## src/rtl/result_sink_if.sv

```systemverilog
// Result stream handshake: upstream push side and downstream pop side of result_sink.
interface result_sink_if;
  logic        in_valid;
  logic [31:0] in_data;
  logic        in_ready;
  logic        out_valid;
  logic [31:0] out_data;
  logic        out_ready;

  modport slave (
    input  in_valid, in_data, out_ready,
    output in_ready, out_valid, out_data
  );

  modport master (
    output in_valid, in_data, out_ready,
    input  in_ready, out_valid, out_data
  );
endinterface

```

## src/rtl/result_sink.sv

```systemverilog
// Result sink: buffers upstream result words in a small FIFO, counts matches/misses
// against MATCH_VAL and halts intake once MISS_LIMIT misses have been accepted.
module result_sink #(
  parameter int unsigned DEPTH      = 4,
  parameter logic [31:0] MATCH_VAL  = 32'd25,
  parameter int unsigned MISS_LIMIT = 8
) (
  input  logic                     clk,
  input  logic                     reset,
  input  logic                     enable,
  result_sink_if.slave             bus,
  output logic [15:0]              match_count,
  output logic [15:0]              miss_count,
  output logic [$clog2(DEPTH):0]   level,
  output logic [1:0]               state,
  output logic                     done
);

  localparam int unsigned PW = $clog2(DEPTH);
  localparam int unsigned LW = PW + 1;

  typedef enum logic [1:0] {
    IDLE = 2'd0,
    RUN  = 2'd1,
    HALT = 2'd2
  } state_e;

  state_e          state_q, state_d;
  logic [PW-1:0]   head_q, head_d;
  logic [PW-1:0]   tail_q, tail_d;
  logic [LW-1:0]   level_q, level_d;
  logic [15:0]     match_q, match_d;
  logic [15:0]     miss_q, miss_d;
  logic [31:0]     mem_q [DEPTH];

  logic in_rdy;
  logic out_vld;
  logic push;
  logic pop;
  logic is_match;
  logic hit_limit;

  // Intake readiness is a function of registered state only, never of out_ready.
  assign in_rdy   = (state_q == RUN) && (level_q != LW'(DEPTH));
  assign out_vld  = (level_q != '0);
  assign push     = bus.in_valid && in_rdy;
  assign pop      = out_vld && bus.out_ready;
  assign is_match = (bus.in_data == MATCH_VAL);

  assign bus.in_ready  = in_rdy;
  assign bus.out_valid = out_vld;
  assign bus.out_data  = out_vld ? mem_q[head_q] : '0;

  assign match_count = match_q;
  assign miss_count  = miss_q;
  assign level       = level_q;
  assign state       = state_q;
  assign done        = (state_q == HALT) && (level_q == '0);

  always_comb begin
    head_d    = head_q;
    tail_d    = tail_q;
    match_d   = match_q;
    miss_d    = miss_q;
    hit_limit = 1'b0;
    if (push) begin
      tail_d = tail_q + 1'b1;
      if (is_match) begin
        if (match_q != '1) match_d = match_q + 16'd1;
      end else if (miss_q != '1) begin
        miss_d    = miss_q + 16'd1;
        hit_limit = (miss_d == 16'(MISS_LIMIT));
      end
    end
    if (pop) head_d = head_q + 1'b1;
    level_d = level_q + {{(LW-1){1'b0}}, push} - {{(LW-1){1'b0}}, pop};

    // Reaching the miss limit outranks a simultaneous enable drop.
    state_d = state_q;
    unique case (state_q)
      IDLE:    if (enable) state_d = RUN;
      RUN: begin
        if (hit_limit)    state_d = HALT;
        else if (!enable) state_d = IDLE;
      end
      HALT:    state_d = HALT;
      default: state_d = IDLE;
    endcase
  end

  always_ff @(posedge clk or negedge reset) begin
    if (!reset) begin
      state_q <= IDLE;
      head_q  <= '0;
      tail_q  <= '0;
      level_q <= '0;
      match_q <= '0;
      miss_q  <= '0;
    end else begin
      state_q <= state_d;
      head_q  <= head_d;
      tail_q  <= tail_d;
      level_q <= level_d;
      match_q <= match_d;
      miss_q  <= miss_d;
    end
  end

  always_ff @(posedge clk) begin
    if (push) mem_q[tail_q] <= bus.in_data;
  end

endmodule
```

## src/flat_wrapper.sv

```systemverilog
// flat-port wrapper written by rule: the top's interface ports become plain ports
module result_sink_flat 
#(
  parameter int unsigned DEPTH      = 4,
  parameter logic [31:0] MATCH_VAL  = 32'd25,
  parameter int unsigned MISS_LIMIT = 8
)
  (clk, reset, enable, match_count, miss_count, level, state, done, bus_in_valid, bus_in_data, bus_out_ready, bus_in_ready, bus_out_valid, bus_out_data);
  result_sink_if bus_i ();
  input  logic clk;
  input  logic reset;
  input  logic enable;
  output logic [15:0] match_count;
  output logic [15:0] miss_count;
  output logic [$clog2(DEPTH):0] level;
  output logic [1:0] state;
  output logic done;
  input wire logic [$bits(bus_i.in_valid)-1:0] bus_in_valid;
  input wire logic [$bits(bus_i.in_data)-1:0] bus_in_data;
  input wire logic [$bits(bus_i.out_ready)-1:0] bus_out_ready;
  output wire logic [$bits(bus_i.in_ready)-1:0] bus_in_ready;
  output wire logic [$bits(bus_i.out_valid)-1:0] bus_out_valid;
  output wire logic [$bits(bus_i.out_data)-1:0] bus_out_data;
  assign bus_i.in_valid = bus_in_valid;
  assign bus_i.in_data = bus_in_data;
  assign bus_i.out_ready = bus_out_ready;
  assign bus_in_ready = bus_i.in_ready;
  assign bus_out_valid = bus_i.out_valid;
  assign bus_out_data = bus_i.out_data;
  result_sink #(.DEPTH(DEPTH), .MATCH_VAL(MATCH_VAL), .MISS_LIMIT(MISS_LIMIT)) u_core (.clk(clk), .reset(reset), .enable(enable), .bus(bus_i), .match_count(match_count), .miss_count(miss_count), .level(level), .state(state), .done(done));
endmodule
```

## config.mk

```make
export PLATFORM = sky130hd
export DESIGN_NAME = result_sink_flat
export DESIGN_NICKNAME = d
export VERILOG_FILES = /design/src/rtl/result_sink_if.sv /design/src/rtl/result_sink.sv /design/src/flat_wrapper.sv
export SDC_FILE = /design/constraint.sdc
export NUM_CORES = 1
export LEC_CHECK = 0
export BUFFER_PORTS_ARGS = -buffer_cell sky130_fd_sc_hd__clkbuf_2
export CAP_MARGIN = 20
export CELL_PAD_IN_SITES_DETAIL_PLACEMENT = 2
export CELL_PAD_IN_SITES_GLOBAL_PLACEMENT = 2
export CORE_ASPECT_RATIO = 1.5
export CORE_UTILIZATION = 41
export CTS_CLUSTER_DIAMETER = 200
export DETAILED_ROUTE_END_ITERATION = 16
export PLACE_DENSITY = 0.76
export SYNTH_ARGS = -nofsm -noshare
export SYNTH_HDL_FRONTEND = slang
export SYNTH_SLANG_ARGS = --single-unit
```

## constraint.sdc

```tcl
create_clock -name clk -period 2.65 [get_ports clk]
set_input_delay 0.265 -clock clk [delete_from_list [all_inputs] [get_ports clk]]
set_output_delay 0.265 -clock clk [all_outputs]
set_load 0.02 [all_outputs]
```

* After elaboration in Yosys (flattened, before gate mapping) *
Memory sizes are Yosys's and may differ from the RTL's.
Cells that the tools add are included.

word-level totals
  bits in registers = 41
  bits in writable memories = 128
  memories kept = 1

operators by class
  add/sub/neg operators = 6
  equal/unequal tests = 9
  multiplexer cells = 10
  bitwise operators = 1
  reduce and logical (&&, ||, !) cells = 10

memories
  name          words  bits a word  read ports  clocked after Yosys merged registers in  wr ports  RTL line           source
  u_core.mem_q  4      32           1           0                                        1         result_sink.sv:34  logic [31:0] mem_q [DEPTH];

operator list
  cell                     count
  $add A16 B1 Y16 const B  2
  $eq A32 B5 Y1 const B    1
  $mux W32                 1
  $ne A16 B16 Y1 const B   2
  $eq A16 B4 Y1 const B    1
  $mux W2                  3
  $pmux W2 S3              1
  $reduce_and A3 Y1        2
  $mux W1                  5
  $add A2 B1 Y2 const B    2
  $logic_and A1 B1 Y1      4
  $add A3 B1 Y3            1
  $logic_not A3 Y1         1
  $ne A3 B2 Y1 const B     1
  $ne A3 B3 Y1 const B     1
  $reduce_bool A3 Y1       1
  $sub A3 B1 Y3            1
  $eq A2 B1 Y1 const B     1
  $eq A2 B2 Y1 const B     1
  $logic_not A2 Y1         1
  $ne A2 B2 Y1 const B     1
  $reduce_and A2 Y1        1
  $not A1 Y1               1

* Logic depth before layout (Yosys ltp) *
Gate-level depths: netlist of run 1.

  word-level depth = 7
  depth in mapped cells = 10
  mapped depth without buffers = 9

* Least setup slack after synthesis of run 1 *
No wires, ideal clock.

  path kind = reg2reg
  start = register u_core.level_q[1], in the netlist u_core.level[1]
  end = register u_core.level_q[2], in the netlist u_core.level[2]
  library setup time = 0.133 ns
  arrival = 2.295 ns
  data required time = 2.517 ns
  slack = 0.222 ns
  cell stages (with the launch flop) = 11
  buffers on the path = 1
  cell sequence = dfrtp_1 > or3_1 > clkbuf_1 > and2_1 > ha_1 > inv_1 > ha_1 > inv_1 > fa_1 > xnor2_1 > xnor2_1

on the way
  elaborated cells between the ends (all ways) = 7

RTL lines
  item                         RTL line            source
  start, declared              result_sink.sv:31   logic [LW-1:0] level_q, level_d;
  start signal, assigned       result_sink.sv:103  level_q <= level_d;
  $reduce_bool A3 Y1           result_sink.sv:45   assign out_vld = (level_q != '0);
  $logic_and A1 B1 Y1          result_sink.sv:47   assign pop = out_vld && bus.out_ready;
  named net u_core.pop         result_sink.sv:39   logic pop;
  $sub A3 B1 Y3                result_sink.sv:76   level_d = level_q + {{(LW-1){1'b0}}, push} - {{(LW-1){1'b0}}, pop};
  named net u_core.level_d[2]  result_sink.sv:31

The timed path passes the listed nets, and every way through them passes these cells.
A chain may end at the register's enable or synchronous reset.

* Worst setup path in the final report of run 1 *
  start = register u_core.miss_q[10], in the netlist u_core.miss_count[10]
  end = register u_core.state_q[0], in the netlist u_core.state[0]

on the way
  longest elaborated chain between the ends = 7
  elaborated cells between the ends (all ways) = 10

RTL lines
  item                                                     RTL line            source
  start, declared                                          result_sink.sv:33   logic [15:0] miss_q, miss_d;
  start signal, assigned                                   result_sink.sv:105  miss_q <= miss_d;
  $add A16 B1 Y16                                          result_sink.sv:71   miss_d = miss_q + 16'd1;
  $eq A16 B4 Y1                                            result_sink.sv:72   hit_limit = (miss_d == 16'(MISS_LIMIT));
  $mux W1 *                                                result_sink.sv:70   end else if (miss_q != '1) begin
  $mux W1 *                                                result_sink.sv:68   if (is_match) begin
  $mux W1 *                                                result_sink.sv:66   if (push) begin
  $mux W2 / $ne A3 B2 Y1 (equally long branches)           n/a
  $pmux W2 S3 / $reduce_and A2 Y1 (equally long branches)  n/a
  end signal, assigned                                     result_sink.sv:100  state_q <= state_d;
  end, declared                                            result_sink.sv:28   state_e state_q, state_d;

Mark *: on every way between the ends. The rest lies on a longest branch, timed or not.

==> results.yml, run 1 <==
critical_path:
  cp-start-kind: "register"
  critPathArrivalTime_ps: 2800
  crit_fanout: 9
  r2r_start: "u_core.miss_count[10]$_DFFE_PN0P_"
  cpPeakStageDelay_ps: 520
  startpoint: "u_core.miss_count[10]$_DFFE_PN0P_"
  ff2ff_setup_slack_ps: 160
  critPathTopFamily: "simple AND/OR/NAND/NOR gates"
  path_cells: "nand3_1 > nor4_1 > mux2i_1 > nand4_1 > or4_1 > and3b_1"
  cp_num_buf_inv: 0
  critPathSlowestCell: "dfrtp_1"
  path_class: "reg -> reg"
  worstPathRequired_ps: 2960
  end_kind: "register"
power:
  ir_drop_mv: 0.523
  netSwitchingFraction: 0.325
  p_per_area_nw_per_um2: 1000
  p_int_mw: 5.74
  seqPwrFrac: 0.400
  p_comb_frac: 0.318
  leakagePower_nw: 3.32
  p_switching_mw: 2.77
  pwr-share-clk: 0.282
logic_synthesis:
  ys_warn_count: 0
  synth_nets: 478
  ys_ff_latch: 169
  synth_most_common_cell: "edfxtp_1"
  syn_area_um2: 7060
  synth_common_cells: "edfxtp_1, dfrtp_1, and2_1"
  synthArstFlopShare: 0.243
  synthCells: 432
  synthFlopType: "edfxtp_1"
  yosysSeqAreaShare: 0.689
  synth_edf_count: 128
  synth.avg_cell_area_um2: 16.3
  synth_top_area_share: 0.544
  post_synth_num_cell_types: 43
  synth_top_area_cell: "edfxtp_1"
  synth_area_leaders: "edfxtp_1, dfrtp_1, mux4_2"
clock_tree:
  postCtsSetupRepairBufs: 0
  cts.path.max_buffers: 2
  tritoncts: "done"
  cts_made_buffers: 17
  cts-root-buf: "clkbuf_16"
  clkTransAtPathRegs_ps: 60
  htreeDepth: 4
  cts.sinks: 169
  clkLatencyLatePin_ps: 420
timing:
  relSlewSlack: 0.640
  finalHoldViolations: 0
  rsz0062_at_grt: "no"
  fin_crit_ps: 2490
  fin_crit_sh: 0.938
  setup_violations: 0
  worst-slew-pin-transition_ps: 539
  finalSetupTns_ps: 0
  slew_violations: 0
  timing.fmax_mhz: 402
  skew_ps: 7.52
routing:
  vias_per_cell: 5.41
  drtAntennaViolNets: 0
  routed.top_layer: "met4"
  met2_length_um: 10200
  drt_iter0_markers: 238
  first_pass_iters: 4
  wl_per_cell_um: 22.9
  wl_um: 17900
  wl_met3_um: 620
  num_vias: 4209
  drt-met1-wl_um: 6860
  remaining_drc_errors: 0
run_status:
  outcome: "completed"
placement:
  dpl_cell_area_um2: 7910
  gp_congestion: 0.816
  hpwl_um: 12400
  io_buffers: 108
floorplan:
  initial_core_util: 0.420
  fp-row-count: 58
  fp.dieH_um: 163
  io_pins: 109
  die_x_um: 109
  die_area_um2: 17800
  core_um2: 16800
hold_path:
  worstHoldPathType: "in -> reg"
  worstHoldStart: "bus_in_data[24]"
final_layout:
  area_growth_pct: 20.2
  fillerInstances: 1599
  diodes: 0
  drive_gt1_frac: 0.336
  fin_area_um2: 8490
  nets: 601
flow_run:
  maxCapViolations: 0
global_route:
  overflow: 0
  gr-usage-all-layers: 0.219
  grt_max_degree: 35
  antenna_found_initial: 0
  grt_pass1_vias: 4846
  grt_pass1_wl_um: 28000
## registers in the layout, indices dropped and copies added (netlist names)
| signal | flops |
|---|---|
| u_core.head_q | 2 |
| u_core.mem_q | 128 |
| u_core.miss_count | 16 |
| u_core.level | 3 |
| u_core.state | 2 |
| u_core.tail_q | 2 |
| u_core.match_count | 16 |
## power by group through the flow
stage / logic (mW) / clock network (mW) / registers [mW]
3_3_place_gp: 2.66 / 0 / 3.42
5_1_grt: 2.95 / 2.56 / 3.44
3_5_place_dp: 2.78 / 0 / 3.47
4_1_cts: 2.79 / 2.47 / 3.42
2_1_floorplan: 1.82 / 0 / 3.42
6_report: 2.70 / 2.40 / 3.41
## final cells by class
cell class | count | area [um2] | share of cell area
flip-flops and latches | 169 | 4870 | 0.574
multi-input cells | 233 | 2080 | 0.245
repair buffers | 124 | 676 | 0.0796
clock buffers | 22 | 464 | 0.0547
well taps | 210 | 263 | 0.0310
clock inverters | 10 | 101 | 0.0119
inverters | 10 | 37.5 | 0.00442
## cells by family after synthesis
family | after synthesis | share of synthesized area
compound gates | 7 | 0.00797
xor+xnor | 36 | 0.0446
fa+ha+maj | 9 | 0.0170
buf+inv | 30 | 0.0165
flops | 169 | 0.689
mux | 36 | 0.108
simple gates | 145 | 0.116
## layer usage
layer / up-vias / track usage
met5: - / 0
met4: 0 / 0.0633
met3: 17 / 0.0392
met2: 103 / 0.407
met1: 2212 / 0.250
li1: 1877 / -
## worst paths after layout
kind                                                      to  cells after the start
max reg2reg                      u_core.state[0]$_DFFE_PN0P_                      6
min reg2reg                     u_core.head_q[1]$_DFFE_PN0P_                      1
max in group asynchronous  u_core.miss_count[15]$_DFFE_PN0P_                      3
min in group asynchronous  u_core.match_count[7]$_DFFE_PN0P_                      2
min                            u_core.mem_q[2][24]$_DFFE_PP_                      1
max                              u_core.state[0]$_DFFE_PN0P_                      6
## placed cells by master, fill, tap and decap left out, types with 9 or more instances in the layout
cell type,n
xor2_1,25
mux4_2,32
nor4_1,15
edfxtp_1,128
clkbuf_2,108
xnor2_1,11
nor2_1,17
dfrtp_1,40
and2_1,37
inv_1,10
clkbuf_16,17
buf_4,14
nand3_1,10
nand2_1,21
nor3_1,15
nand4_1,9
## what timing repair did
item / CTS / global route
endpoints found under the setup margin: 0 / 1
hold buffers: 1 / 0
gates resized for setup: 0 / 1
hold endpoints to repair: 18 / 0
## stage by stage
stage | hold slack (ps) | instances | total power, mW | worst slack (ps) | utilization
6_report | 92.9 | 778 | 8.51 | 165 | 0.504
5_1_grt | 75.1 | 778 | 8.95 | 32.6 | 0.504
4_1_cts | 67.1 | 778 | 8.67 | 106 | 0.504
3_5_place_dp | 254 | 745 | 6.24 | 135 | 0.470
3_3_place_gp | 245 | 745 | 6.08 | 146 | 0.470
2_1_floorplan | -30.6 | 432 | 5.24 | 222 | -
Note: power is estimated with default switching activity, not from simulation.
==> inputs of run 2 (changes only) <==
==> constraint.sdc (replaced) <==
create_clock -name clk -period 2.65 [get_ports clk]
set_input_delay 0.3975 -clock clk [delete_from_list [all_inputs] [get_ports clk]]
set_output_delay 0.3975 -clock clk [all_outputs]
set_load 0.02 [all_outputs]
==> run 2 against run 1 <==
- clock skew hardly changed
- power is 1.7% higher
- combinational power is 7% higher
- utilization is 0.51 points higher
- sequential power hardly changed
- fmax is 0.28% higher
- via count is 0.43% higher
- global-route usage is 0.59 points higher
- first-iteration DRC count is 48% lower
- setup slack better by 6.9 ps
- design area is 1.0% higher
- critical endpoint is now u_core.level[2]$_DFF_PN0_
==> results.yml, run 2 (synthesized netlist as in run 1, its figures left out) <==
hold_path:
  min_path_cells: 1
  worstHoldStart: "bus_in_data[27]"
  worstHoldPathType: "in -> reg"
  min_to: "u_core.mem_q[2][27]$_DFFE_PP_"
final_layout:
  largest_reg_flops: 128
  postLayoutCoreUtil: 0.509
  drive_gt1_frac: 0.346
  nets: 608
  diodes: 0
  mostFrequentLayoutCells: "edfxtp_1, clkbuf_2, dfrtp_1"
  top_register: "u_core.mem_q"
  final_common_cell: "edfxtp_1"
  area_growth_pct: 21.4
timing:
  finalHoldViolations: 0
  relSlewSlack: 0.566
  rsz0062_at_grt: "no"
  slew_violations: 0
  fin_crit_ps: 2480
  worst-slew-pin-transition_ps: 651
  setup_violations: 0
  timing.fmax_mhz: 403
  skew_ps: 7.41
  worst_slack_ps: 172
  fin_crit_sh: 0.935
  finalSetupTns_ps: 0
critical_path:
  path_class: "reg -> reg"
  r2r_start: "u_core.level[0]$_DFF_PN0_"
  rr_endpoint: "u_core.level[2]$_DFF_PN0_"
  cp-start-kind: "register"
  critPathSlowestCell: "dfrtp_1"
  cpPeakStageDelay_ps: 430
  worstPathRequired_ps: 2990
  r2r_cells: 9
  ff2ff_setup_slack_ps: 170
  path_cells: "or3_1 > and2_1 > ha_1 > inv_1 > ha_1 > inv_1 > fa_1 > xnor2_1 > xnor2_1"
  crit_fanout: 4
  critPathArrivalTime_ps: 2820
  end_kind: "register"
placement:
  pre_cts_ws_ps: 71.5
  io_buffers: 108
  hpwl_um: 12700
  gp_congestion: 0.822
global_route:
  grt_max_degree: 35
  grt_pass1_wl_um: 28500
  grt_pass1_vias: 4805
  overflow: 0
  antenna_found_initial: 0
  gr-usage-all-layers: 0.225
clock_tree:
  tritoncts: "done"
  cts-root-buf: "clkbuf_16"
  clkLatencyLatePin_ps: 420
  htreeDepth: 4
  cts.sinks: 169
  cts.path.max_buffers: 2
  clkTransAtPathRegs_ps: 60
  cts_made_buffers: 17
floorplan:
  die_area_um2: 17800
  die_x_um: 109
  io_pins: 109
  fp.dieH_um: 163
  fp-row-count: 58
  initial_core_util: 0.420
  core_um2: 16800
power:
  ir_drop_mv: 0.540
  p_per_area_nw_per_um2: 1010
  leakagePower_nw: 3.35
  power_mw: 8.65
routing:
  wl_per_cell_um: 23.3
  first_pass_iters: 4
  vias_per_cell: 5.38
  remaining_drc_errors: 0
  num_vias: 4227
  drtAntennaViolNets: 0
  drt_iter0_markers: 124
  wl_um: 18300
run_status:
  outcome: "completed"
flow_run:
  maxCapViolations: 0
==> run 2: power breakdown <==
| group | total, mW | switching (mW) | internal, mW | leakage [nW] |
|---|---|---|---|---|
| combinational | 2.89 | 1.65 | 1.24 | 1.39 |
| sequential | 3.39 | 0.212 | 3.18 | 1.70 |
| clock | 2.38 | 1.01 | 1.37 | 0.262 |
==> run 2: final cells by class <==
| cell class | instances | area (um2) |
|---|---|---|
| fill | 1600 | 8260 |
| inverter | 10 | 37.5 |
| clock inverter | 14 | 133 |
| sequential | 169 | 4870 |
| clock buffer | 18 | 429 |
| timing repair buffer | 131 | 753 |
| multi-input combinational | 233 | 2090 |
| tap | 210 | 263 |
==> run 2: repair_timing <==
action / CTS / global route
gates cloned: 0 / 0
endpoints found under the setup margin: 10 / 5
buffers inserted: 0 / 3
hold buffers: 1 / 0
endpoints found under the hold margin: 20 / 0
gates resized for setup: 1 / 3
==> run 2: worst max path at each step <==
| stage | start | end |
|---|---|---|
| 6_report | u_core.level[0]$_DFF_PN0_ | u_core.level[2]$_DFF_PN0_ |
| 5_1_grt | u_core.miss_count[0]$_DFFE_PN0P_ | u_core.state[0]$_DFFE_PN0P_ |
| 4_1_cts | u_core.head_q[0]$_DFFE_PN0P_ | bus_out_data[10] |
| 3_5_place_dp | u_core.miss_count[0]$_DFFE_PN0P_ | u_core.state[0]$_DFFE_PN0P_ |
| 3_3_place_gp | u_core.miss_count[0]$_DFFE_PN0P_ | u_core.state[0]$_DFFE_PN0P_ |
| 2_1_floorplan | u_core.level[1]$_DFF_PN0_ | u_core.level[2]$_DFF_PN0_ |
==> run 2: layer usage <==
metal  global-route usage  vias to the layer above  wire length, um
li1                     -                     1893                -
met1                0.254                     2212             7020
met2                0.419                      101            10400
met3               0.0404                       21              602
met4               0.0700                        0              223
met5                    0                        -                0
==> run 2: metrics by stage <==
stage	std cells	hold slack, ps	cell area, um2
after detailed placement	749	462	7970
after CTS	782	199	8540
final	785	222	8570
after global placement	749	461	7970
after global routing	785	216	8570
after floorplan	432	102	7060
==> run 2: critical path, delay by kind of cell, from the launching register on <==
family	cells	cell delay (ps)
flip-flops	1	430
AND/OR/NAND/NOR	2	660
XOR/XNOR	2	320
adder cells (fa/ha/maj)	3	840
buffers and inverters	2	150
